<file path="config.mk">
export PLATFORM = sky130hd
export DESIGN_NAME = irrigation_scheduler
export DESIGN_NICKNAME = d
export VERILOG_FILES = /design/src/rtl/irrigation_scheduler.sv
export SDC_FILE = /design/constraint.sdc
export NUM_CORES = 1
export LEC_CHECK = 0
export ABC_AREA = 1
export CAP_MARGIN = 25
export CORE_ASPECT_RATIO = 0.5
export CORE_MARGIN = 1.5
export CORE_UTILIZATION = 24
export DETAILED_ROUTE_END_ITERATION = 16
export HOLD_SLACK_MARGIN = 0.08
export PLACE_DENSITY = 0.51
export RECOVER_POWER = 100
export SETUP_SLACK_MARGIN = 0.4
export SKIP_CTS_REPAIR_TIMING = 1
export SYNTH_ARGS = -nofsm -noshare
export SYNTH_HDL_FRONTEND = slang
export SYNTH_SLANG_ARGS = --single-unit
</file>
<file path="constraint.sdc">
create_clock -name clk -period 4.2 [get_ports clk]
set_input_delay 0.63 -clock clk [delete_from_list [all_inputs] [get_ports clk]]
set_output_delay 0.63 -clock clk [all_outputs]
set_load 0.005 [all_outputs]
</file>
<file path="src/rtl/irrigation_scheduler.sv">
// Tank-fed irrigation controller: keeps the tank filled, then waters by sprinkler or
// drip while the soil is dry, with a cooldown after each run and a level-sensor fault trap.
module irrigation_scheduler #(
  parameter int unsigned TICK_DIV     = 50000000,
  parameter int unsigned IRR_TIME     = 30,
  parameter int unsigned FILL_TIMEOUT = 60,
  parameter int unsigned COOL_TIME    = 10
) (
  input  logic       clk,
  input  logic       rest,
  input  logic       H,
  input  logic       M,
  input  logic       L,
  input  logic       Us,
  input  logic       Ua,
  input  logic       T,
  input  logic       switch,
  output logic       Vs,
  output logic       Bs,
  output logic       Ve,
  output logic [2:0] state,
  output logic       fault,
  output logic [7:0] remaining
);

  localparam int unsigned PW = (TICK_DIV > 1) ? $clog2(TICK_DIV) : 1;
  localparam int unsigned TW = 8;
  localparam int unsigned NW = 7;

  typedef enum logic [2:0] {
    S_IDLE     = 3'd0,
    S_FILL     = 3'd1,
    S_IRRIGATE = 3'd2,
    S_COOLDOWN = 3'd3,
    S_FAULT    = 3'd4
  } state_t;

  logic [NW-1:0] r_sync1;
  logic [NW-1:0] r_sync2;
  state_t        r_state;
  logic [PW-1:0] r_presc;
  logic [TW-1:0] r_timer;
  logic          r_mode_drip;
  logic          r_vs;
  logic          r_bs;
  logic          r_ve;
  logic          r_fault;
  logic [TW-1:0] r_remaining;

  logic          w_h, w_m, w_l, w_us, w_ua, w_t, w_sw;
  logic          w_lvl_bad;
  logic          w_tick;
  logic          w_expire;
  logic          w_entry;
  logic          w_active;
  state_t        w_next;
  logic [TW-1:0] w_timer_nxt;
  logic [PW-1:0] w_presc_nxt;
  logic          w_mode_nxt;

  assign {w_h, w_m, w_l, w_us, w_ua, w_t, w_sw} = r_sync2;

  // A wet mark above a dry one means a stuck or broken sensor
  assign w_lvl_bad = (w_h & ~w_m) | (w_m & ~w_l);
  assign w_tick    = (r_presc == PW'(TICK_DIV - 1));
  // Timer is about to hit zero on this tick (or already sits there)
  assign w_expire  = (r_timer == '0) | (w_tick & (r_timer == TW'(1)));

  // Next-state, timer, prescaler and mode-latch decode
  always_comb begin
    w_next = r_state;
    case (r_state)
      S_IDLE: begin
        if (!w_m)               w_next = S_FILL;
        else if (w_sw && w_us)  w_next = S_IRRIGATE;
      end
      S_FILL: begin
        if (w_h)                w_next = S_IDLE;
        else if (w_expire)      w_next = S_FAULT;
      end
      S_IRRIGATE: begin
        if (w_expire || !w_us || !w_sw || !w_l) w_next = S_COOLDOWN;
      end
      S_COOLDOWN: begin
        if (w_expire)           w_next = S_IDLE;
      end
      S_FAULT: begin
        if (!w_sw)              w_next = S_IDLE;
      end
      default:                  w_next = S_IDLE;
    endcase
    if (w_lvl_bad) w_next = S_FAULT;

    w_entry = (w_next != r_state);

    w_timer_nxt = r_timer;
    if (w_entry) begin
      case (w_next)
        S_FILL:     w_timer_nxt = TW'(FILL_TIMEOUT);
        S_IRRIGATE: w_timer_nxt = TW'(IRR_TIME);
        S_COOLDOWN: w_timer_nxt = TW'(COOL_TIME);
        default:    w_timer_nxt = '0;
      endcase
    end else if (w_tick && (r_timer != '0)) begin
      w_timer_nxt = r_timer - TW'(1);
    end

    w_presc_nxt = (w_entry || w_tick) ? '0 : r_presc + PW'(1);

    w_mode_nxt = r_mode_drip;
    if ((r_state == S_IDLE) && (w_next == S_IRRIGATE)) w_mode_nxt = w_t | w_ua;

    w_active = (w_next == S_FILL) || (w_next == S_IRRIGATE) || (w_next == S_COOLDOWN);
  end

  // Synchronizers, state register and outputs decoded from the next state
  always_ff @(posedge clk or negedge rest) begin
    if (!rest) begin
      r_sync1     <= '0;
      r_sync2     <= '0;
      r_state     <= S_IDLE;
      r_presc     <= '0;
      r_timer     <= '0;
      r_mode_drip <= 1'b0;
      r_vs        <= 1'b0;
      r_bs        <= 1'b0;
      r_ve        <= 1'b0;
      r_fault     <= 1'b0;
      r_remaining <= '0;
    end else begin
      r_sync1     <= {H, M, L, Us, Ua, T, switch};
      r_sync2     <= r_sync1;
      r_state     <= w_next;
      r_presc     <= w_presc_nxt;
      r_timer     <= w_timer_nxt;
      r_mode_drip <= w_mode_nxt;
      r_vs        <= (w_next == S_IRRIGATE) & ~w_mode_nxt;
      r_bs        <= (w_next == S_IRRIGATE) &  w_mode_nxt;
      r_ve        <= (w_next == S_FILL);
      r_fault     <= (w_next == S_FAULT);
      r_remaining <= w_active ? w_timer_nxt : '0;
    end
  end

  assign Vs        = r_vs;
  assign Bs        = r_bs;
  assign Ve        = r_ve;
  assign state     = r_state;
  assign fault     = r_fault;
  assign remaining = r_remaining;

endmodule

</file>
==> out/metrics.cfg, run 1 <==
[logic_synthesis]
synth.avg_cell_area_sq_um=9.20
yosysUniqueCellTypes=27
synth_warnings=0
synthesis.area_sq_um=3020
yosysSeqAreaShare_pct=53.1
synth-seq-cells=64
synthCells=328
syn_nets=340

[floorplan]
core_region_area_sq_um=12000
die_h_um=82.3
start_util_pct=25.1
io_pins=24
dieArea_sq_um=13300
die_w_um=162
rows=28

[timing]
hold_slack_ns=0.341
slew_viol_final=32
setup_tns_ns=0
fin_crit_sh_pct=64.4
finClkSkew_ns=0.00632
setup_viol=0
max_freq_mhz=370
rsz0062_at_grt=no
max-slew-margin-rel_pct=-11.9
finalHoldViolations=0
min_period_ns=2.70
worst-slew-pin-transition_ns=1.68

[cells_and_area]
final_area_sq_um=3660
diodes=0
fin_cells=530
utilization_pct=30.5
area_growth_pct=21.4
finalNetCount=372
drive_above_1_share_pct=14.0

[global_routing]
grt_pass1_wl_um=10100
grt_max_degree=35
grt.total_usage_pct=10.1
grt_antenna_before_repair=0
grt_remaining_overflow=0
first_global_vias=2058

[worst_hold_path]
min_path_cells=0
hp-class=flop to flop

[status]
failed_checks=capacitance limit, slew limit
status=finished with violations

[critical_path]
cpLargestDelayFamily=simple AND/OR/NAND/NOR gates
rr_worst_depth=14
path_cells=ha_1 > nand2_2 > nor2_1 > nand2_1 > nor2_1 > nand3_1 > nand3_1 > nand3_1 > nand2_1 > nand2_1 > nand2_1 > nand3_1 > nand2_1 > a21oi_1
cp.arrival_ns=2.89
cp_num_buf_inv=0
cp_num_cells=14
crit_fanout=11
path_common_cell=nand2_1
critical-path-max-stage-delay_ns=0.38
cp_slowest_cell=nand3_1
cp.required_ns=4.39
endpoint_kind=flop
cp-start-kind=flop
path_class=flop to flop

[place]
place_area_sq_um=3420
port_buffers=23
place_inst=514
hpwl_um=4170
place.gp.congestion=0.751

[drt]
drc=0
wirelength_um=5870
vias=2133
firstDrtPassIters=4
post_drt_wl_per_cell_um=11.1
antenna_left=0
viasPerCell=4.02
drtIter0Drc=81

[clock_network]
clock-root-buffer=clkbuf_16
h-tree-depth=3
clk_latency_ns=0.33
clkTransAtPathRegs_ns=0.05
clock_path_buffers=2
clock_sinks=64
cts_tree=built
cts_buffers=9

[flow_run]
cap_violations=1

[pwr]
power.leakage_nw=1.64
ir_drop_uv=203
power.density_nw_per_um2=430

sequential cells by signal (all words and copies together), names as in the netlist:
signal,count
r_sync2,7
r_mode_drip,1
r_timer,8
state,3
Ve,1
r_presc,26
fault,1
Vs,1
r_sync1,7
remaining,8
Bs,1
through the flow:
| stage | power, W | setup slack [ns] |
|---|---|---|
| floorplan | 0.000803 | 2.23 |
| global placement | 0.000854 | 1.73 |
| detailed placement | 0.000854 | 1.66 |
| CTS | 0.00162 | 1.63 |
| global route | 0.00166 | 1.05 |
| finish | 0.00158 | 1.50 |
power by group:
group	internal [W]	switching (W)	total (W)
sequential	0.000650	0.0000197	0.000669
clock	0.000489	0.000255	0.000744
combinational	0.0000518	0.000111	0.000162
total	0.00119	0.000385	0.00158
cell usage after synthesis, drive strengths merged:
cell | instances | share of area [%]
nor2 | 69 | 11
dfrtp | 64 | 53
nand2 | 61 | 8.6
inv | 43 | 5.4
nand3 | 18 | 3.5
nor3 | 18 | 3.5
xor2 | 14 | 4.1
nand4 | 12 | 3.0
xnor2 | 8 | 2.3
a21oi | 6 | 1.0
o21ai | 5 | 0.83
buf | 3 | 1.1
ha | 3 | 1.2
a31oi | 1 | 0.21
mux2i | 1 | 0.33
o21bai | 1 | 0.25
or2 | 1 | 0.21
logic make-up after synthesis:
group / after synthesis / synth area share, %
adder cells (fa/ha/maj): 3 / 1.24
multiplexers: 1 / 0.332
XOR/XNOR: 22 / 6.39
flip-flops: 64 / 53.1
AND/OR/NAND/NOR: 179 / 30.2
AO/OA/AOI/OAI: 13 / 2.28
buffers and inverters: 46 / 6.47
area by class of cell:
class	count	area, sq um
fill	1281	8350
sequential	64	1600
clock buffer	13	260
timing repair buffer	24	231
multi-input combinational	218	1160
clock inverter	3	40.0
inverter	43	161
tap	165	206
routing by layer:
metal / routed length (um) / up-vias / track usage, %
met5: 0 / - / 0
met4: 140 / 0 / 5.56
met3: 249 / 10 / 3.80
met2: 2390 / 26 / 14.2
met1: 3090 / 996 / 13.5
li1: - / 1101 / -
worst register-to-register path, stage by stage (launching register included):
cell	delay (ns)
dfrtp_1	0.37
ha_1	0.19
nand2_2	0.06
nor2_1	0.25
nand2_1	0.09
nor2_1	0.13
nand3_1	0.15
nand3_1	0.10
nand3_1	0.10
nand2_1	0.13
nand2_1	0.07
nand2_1	0.19
nand3_1	0.38
nand2_1	0.25
a21oi_1	0.10
final timing paths:
| path | from | endpoint | slack [ns] |
|---|---|---|---|
| setup reg to reg | r_presc[0]$_DFF_PN0_ | remaining[2]$_DFF_PN0_ | 1.50 |
| setup / recovery | r_presc[0]$_DFF_PN0_ | remaining[2]$_DFF_PN0_ | 1.50 |
| min in group asynchronous | rest | remaining[1]$_DFF_PN0_ | 0.73 |
| hold / removal | r_sync1[5]$_DFF_PN0_ | r_sync2[5]$_DFF_PN0_ | 0.34 |
| hold reg to reg | r_sync1[5]$_DFF_PN0_ | r_sync2[5]$_DFF_PN0_ | 0.34 |
| max in group asynchronous | rest | r_presc[6]$_DFF_PN0_ | 2.22 |
layout by cell type, fill, tap and decap left out, drive strengths merged:
cell type | Yosys | routed
or2 | 1 | 1
bufinv | 0 | 1
mux2i | 1 | 1
a31oi | 1 | 1
ha | 3 | 3
clkbuf | 0 | 14
nor3 | 18 | 18
clkinv | 0 | 2
dfrtp | 64 | 64
dlygate4sd3 | 0 | 22
o21bai | 1 | 1
xor2 | 14 | 14
o21ai | 5 | 5
nor2 | 69 | 69
xnor2 | 8 | 8
buf | 3 | 1
nand4 | 12 | 12
nand3 | 18 | 18
inv | 43 | 43
nand2 | 61 | 61
a21oi | 6 | 6
Power figures use the tool's default switching activity.
==> run 2, diff against run 1 <==
- clock period: 4.2 -> 2.65 ns (I/O delays scaled with it)
==> run 2 against run 1 <==
Net effect:
- the flow still finishes with violations (capacitance limit, slew limit)
- via count increased by 4.7%
- critical path depth up 1
- global-route usage fell by 0.40 points
- critical path type unchanged
==> out/metrics.cfg, run 2 (synthesis gave the netlist of run 1 again) <==
[timing]
max_freq_mhz=429  ; was 370 MHz
min_period_ns=2.33  ; was 2.70 ns
slew_viol_final=65  ; was 32
setup_viol=0  ; unchanged
max-slew-margin-rel_pct=-4.37  ; was -11.9%
rsz0062_at_grt=yes  ; was no
finClkSkew_ns=0.00622  ; was 0.00632 ns
setup_tns_ns=0  ; unchanged
fin_crit_sh_pct=88.0  ; was 64.4%
worst-slew-pin-transition_ns=1.57  ; was 1.68 ns
finalHoldViolations=0  ; unchanged

[worst_hold_path]
min_path_cells=0  ; unchanged
hp-class=flop to flop  ; unchanged

[global_routing]
grt.total_usage_pct=9.72  ; was 10.1%
grt_remaining_overflow=0  ; unchanged
first_global_vias=2051  ; was 2058
grt_antenna_before_repair=0  ; unchanged
grt_pass1_wl_um=9770  ; was 10100 um
grt_max_degree=65  ; was 35

[drt]
vias=2234  ; was 2133
drtIter0Drc=87  ; was 81
wirelength_um=6470  ; was 5870 um
antenna_left=0  ; unchanged
post_drt_wl_per_cell_um=11.9  ; was 11.1 um
drc=0  ; unchanged
viasPerCell=4.11  ; was 4.02
firstDrtPassIters=4  ; unchanged

[floorplan]
io_pins=24  ; unchanged
core_region_area_sq_um=12000  ; unchanged
dieArea_sq_um=13300  ; unchanged
die_w_um=162  ; unchanged
start_util_pct=25.1  ; unchanged
rows=28  ; unchanged
die_h_um=82.3  ; unchanged

[cells_and_area]
final_cell_mix=64 x dfrtp_1, 36 x nand2_1, 36 x nor2_1  ; was 64 x dfrtp_1, 52 x nand2_1, 51 x nor2_1
drive_above_1_share_pct=31.2  ; was 14.0%
largest_reg_flops=26  ; unchanged
layout_commonest_cell=dfrtp_1  ; unchanged
top_register=r_presc  ; unchanged
finalNetCount=385  ; was 372
area_growth_pct=35.9  ; was 21.4%
diodes=0  ; unchanged
fin_cells=543  ; was 530

[pwr]
power.density_nw_per_um2=621  ; was 430 nW/um^2
power.leakage_nw=1.76  ; was 1.64 nW
ir_drop_uv=332  ; was 203 uV

[critical_path]
cp.required_ns=2.92  ; was 4.39 ns
cp-start-kind=flop  ; unchanged
path_class=flop to flop  ; unchanged
endpoint_kind=flop  ; unchanged
rr_worst_depth=15  ; was 14
cp.arrival_ns=2.60  ; was 2.89 ns
crit_fanout=7  ; was 11

[place]
place_inst=515  ; was 514
port_buffers=23  ; unchanged
place.gp.congestion=0.765  ; was 0.751
hpwl_um=3990  ; was 4170 um

[clock_network]
clkTransAtPathRegs_ns=0.05  ; about the same
clock_path_buffers=2  ; unchanged
cts_buffers=9  ; unchanged
h-tree-depth=3  ; unchanged
cts_tree=built  ; unchanged
clock-root-buffer=clkbuf_16  ; unchanged
clock_sinks=64  ; unchanged
clk_latency_ns=0.33  ; about the same

[status]
failed_checks=capacitance limit, slew limit  ; unchanged
status=finished with violations  ; unchanged

[flow_run]
cap_violations=1  ; unchanged

==> run 2: changes by cell type in the layout (fill, tap and decap cells not counted), sizes merged <==
cell      before  now
bufinv         1    0
nand4         12   13
buf            1   11
clkinvlp       0    3
clkbuf        14   13
nand3         18   19
==> run 2: layout make-up <==
type,instances,area (sq um)
multi-input combinational,220,1480
clock buffer,11,243
fill,1207,7920
clock inverter,5,32.5
inverter,43,164
tap,165,206
sequential,64,1600
timing repair buffer,35,372
==> run 2: worst paths after layout <==
check	startpoint	endpoint	slack (ns)
hold / removal	r_sync1[4]$_DFF_PN0_	r_sync2[4]$_DFF_PN0_	0.35
hold reg to reg	r_sync1[4]$_DFF_PN0_	r_sync2[4]$_DFF_PN0_	0.35
setup reg to reg	r_presc[0]$_DFF_PN0_	r_presc[21]$_DFF_PN0_	0.32
min in group asynchronous	rest	r_presc[1]$_DFF_PN0_	0.53
max in group asynchronous	rest	remaining[6]$_DFF_PN0_	1.16
setup / recovery	r_presc[0]$_DFF_PN0_	r_presc[21]$_DFF_PN0_	0.32
==> run 2: metal layers <==
layer	global-route usage [%]	vias up	share of wire (%)
met3	3.00	12	4.6
met4	5.56	0	2.3
met5	0	-	0
met1	12.8	1056	49
met2	14.2	38	44
li1	-	1128	-
==> run 2: report_power, final <==
part,internal [W],switching (W)
clock,0.000654,0.000426
sequential,0.00103,0.0000329
combinational,0.000155,0.000248
==> run 2: worst max-delay path, cell delays in order (launching register included) <==
cell       delay, ns
dfrtp_1         0.37
ha_2            0.20
nand2_2         0.07
nor2_4          0.15
nand2_2         0.05
nor2_1          0.25
nand3_4         0.14
nand3_2         0.09
nand3_2         0.10
nand2_2         0.10
nand2_2         0.07
nand2_4         0.14
buf_12          0.13
nand4_4         0.11
clkbuf_16       0.21
nor2_4          0.09
==> run 2: stage by stage <==
step | total power, W | area (sq um) | setup slack (ns) | utilization, % | hold slack, ns
finish | 0.00254 | 4100 | 0.317 | 34.1 | 0.346
global route | 0.00266 | 4100 | 0.119 | 34.1 | 0.350
CTS | 0.00245 | 3720 | 0.0924 | 30.9 | 0.101
detailed placement | 0.00135 | 3440 | 0.110 | 28.6 | 0.335
global placement | 0.00136 | 3440 | 0.186 | 28.6 | 0.334
floorplan | 0.00127 | 3020 | 0.677 | - | 0.102
==> run 3, diff against run 2 <==
- ABC_CLOCK_PERIOD_IN_PS: unset -> 2650
- MAX_ROUTING_LAYER: unset -> met4
==> run 3 against run 2 <==
Net effect:
- the flow still finishes with violations (capacitance limit, slew limit)
- final area stayed put
- clock power about the same
- sequential share of layout area unchanged
- wire length rose by 0.11%
- sequential power about the same
- combinational power about the same
- global-route usage rose by 0.30 points
- first-iteration DRC count down 6.9%
- critical endpoint unchanged
- largest cell class unchanged
==> out/metrics.cfg, run 3 (synthesis gave the netlist of run 1 again) <==
[status]
status=finished with violations  ; unchanged
failed_checks=capacitance limit, slew limit  ; unchanged

[global_routing]
grt_max_degree=65  ; unchanged
grt_remaining_overflow=0  ; unchanged
grt_antenna_before_repair=0  ; unchanged
grt_pass1_wl_um=9780  ; was 9770 um
first_global_vias=2050  ; was 2051
grt.total_usage_pct=10.0  ; was 9.72%

[timing]
setup_viol=0  ; unchanged
finClkSkew_ns=0.00656  ; was 0.00622 ns
worst-slew-pin-transition_ns=1.57  ; about the same
finalHoldViolations=0  ; unchanged
slew_viol_final=65  ; unchanged
min_period_ns=2.33  ; about the same
max_freq_mhz=428  ; was 429 MHz
rsz0062_at_grt=yes  ; unchanged
setup_tns_ns=0  ; unchanged
max-slew-margin-rel_pct=-4.86  ; was -4.37%
fin_crit_sh_pct=88.1  ; was 88.0%

[critical_path]
endpoint_kind=flop  ; unchanged
crit_fanout=7  ; unchanged
path_class=flop to flop  ; unchanged
cp.required_ns=2.92  ; about the same
cp-start-kind=flop  ; unchanged
cp.arrival_ns=2.60  ; about the same

[cells_and_area]
fin_cells=543  ; unchanged
area_growth_pct=35.9  ; unchanged
largest_reg_flops=26  ; unchanged
drive_above_1_share_pct=31.2  ; unchanged
fillers=1207  ; unchanged
finalNetCount=385  ; unchanged
multi_input_area_sq_um=1480  ; unchanged
top_register=r_presc  ; unchanged
layout_commonest_cell=dfrtp_1  ; unchanged
diodes=0  ; unchanged
final_cell_mix=64 x dfrtp_1, 36 x nand2_1, 36 x nor2_1  ; unchanged
regArea_sq_um=1600  ; unchanged

[clock_network]
cts_buffers=9  ; unchanged
clkTransAtPathRegs_ns=0.05  ; about the same
clock-root-buffer=clkbuf_16  ; unchanged
h-tree-depth=3  ; unchanged
cts_tree=built  ; unchanged
clock_path_buffers=2  ; unchanged
clock_sinks=64  ; unchanged
clk_latency_ns=0.33  ; about the same

[floorplan]
start_util_pct=25.1  ; unchanged
die_w_um=162  ; unchanged
io_pins=24  ; unchanged
dieArea_sq_um=13300  ; unchanged
core_region_area_sq_um=12000  ; unchanged
rows=28  ; unchanged
die_h_um=82.3  ; unchanged

[drt]
viasPerCell=4.11  ; about the same
post_drt_wl_per_cell_um=11.9  ; about the same
drc=0  ; unchanged
vias=2231  ; was 2234
antenna_left=0  ; unchanged
drtIter0Drc=81  ; was 87
firstDrtPassIters=4  ; unchanged
wirelength_um=6470  ; about the same

[pwr]
power_w=0.00255  ; was 0.00254 W
ir_drop_uv=335  ; was 332 uV
power.density_nw_per_um2=621  ; about the same
power.leakage_nw=1.76  ; unchanged

[flow_run]
cap_violations=1  ; unchanged

[place]
place.gp.congestion=0.775  ; was 0.765
place_inst=515  ; unchanged
port_buffers=23  ; unchanged
hpwl_um=3990  ; unchanged

[worst_hold_path]
hp-class=flop to flop  ; unchanged

run 3: cell counts in the layout (fill, tap and decap cells not counted):
Identical to the previous run, type by type.
run 3: metal layers:
metal	routed length, um	part of all wire, %	vias to the layer above	global-route usage [%]
li1	-	-	1127	-
met1	3210	50	1057	12.8
met3	289	4.5	15	3.00
met4	121	1.9	0	5.56
met2	2850	44	32	14.2
met5	0	0	-	-
run 3: through the flow:
stage               cell area (sq um)  utilization (%)  hold WS [ns]  setup slack [ns]
floorplan                        3020                -         0.102             0.677
global placement                 3440             28.6         0.334             0.186
detailed placement               3440             28.6         0.335             0.110
CTS                              3720             30.9         0.101            0.0924
global route                     4100             34.1         0.350             0.119
finish                           4100             34.1         0.346             0.316
run 3: power by group:
part           total, W  internal, W  switching, W
sequential      0.00106      0.00103     0.0000329
combinational  0.000403     0.000155      0.000248
clock           0.00108     0.000654      0.000428
total           0.00255      0.00184      0.000709
run 3: final timing paths:
kind	startpoint	endpoint	slack (ns)	depth (start not counted)
max	r_presc[0]$_DFF_PN0_	r_presc[21]$_DFF_PN0_	0.32	15
min	r_sync1[4]$_DFF_PN0_	r_sync2[4]$_DFF_PN0_	0.35	0
max reg2reg	r_presc[0]$_DFF_PN0_	r_presc[21]$_DFF_PN0_	0.32	15
min reg2reg	r_sync1[4]$_DFF_PN0_	r_sync2[4]$_DFF_PN0_	0.35	0
max in group asynchronous	rest	remaining[6]$_DFF_PN0_	1.15	2
min in group asynchronous	rest	r_presc[1]$_DFF_PN0_	0.53	2
run 3: cell type report:
class,count,area share [%]
sequential,64,39.1
clock buffer,11,5.92
inverter,43,4.00
multi-input combinational,220,36.1
clock inverter,5,0.793
timing repair buffer,35,9.06
tap,165,5.04
run 3: critical path: stages (launching register included):
cell and delay [ns]:
dfrtp_1 0.37, ha_2 0.20, nand2_2 0.07, nor2_4 0.15
nand2_2 0.05, nor2_1 0.25, nand3_4 0.14, nand3_2 0.09
nand3_2 0.10, nand2_2 0.10, nand2_2 0.07, nand2_4 0.13
buf_12 0.13, nand4_4 0.11, clkbuf_16 0.21, nor2_4 0.09
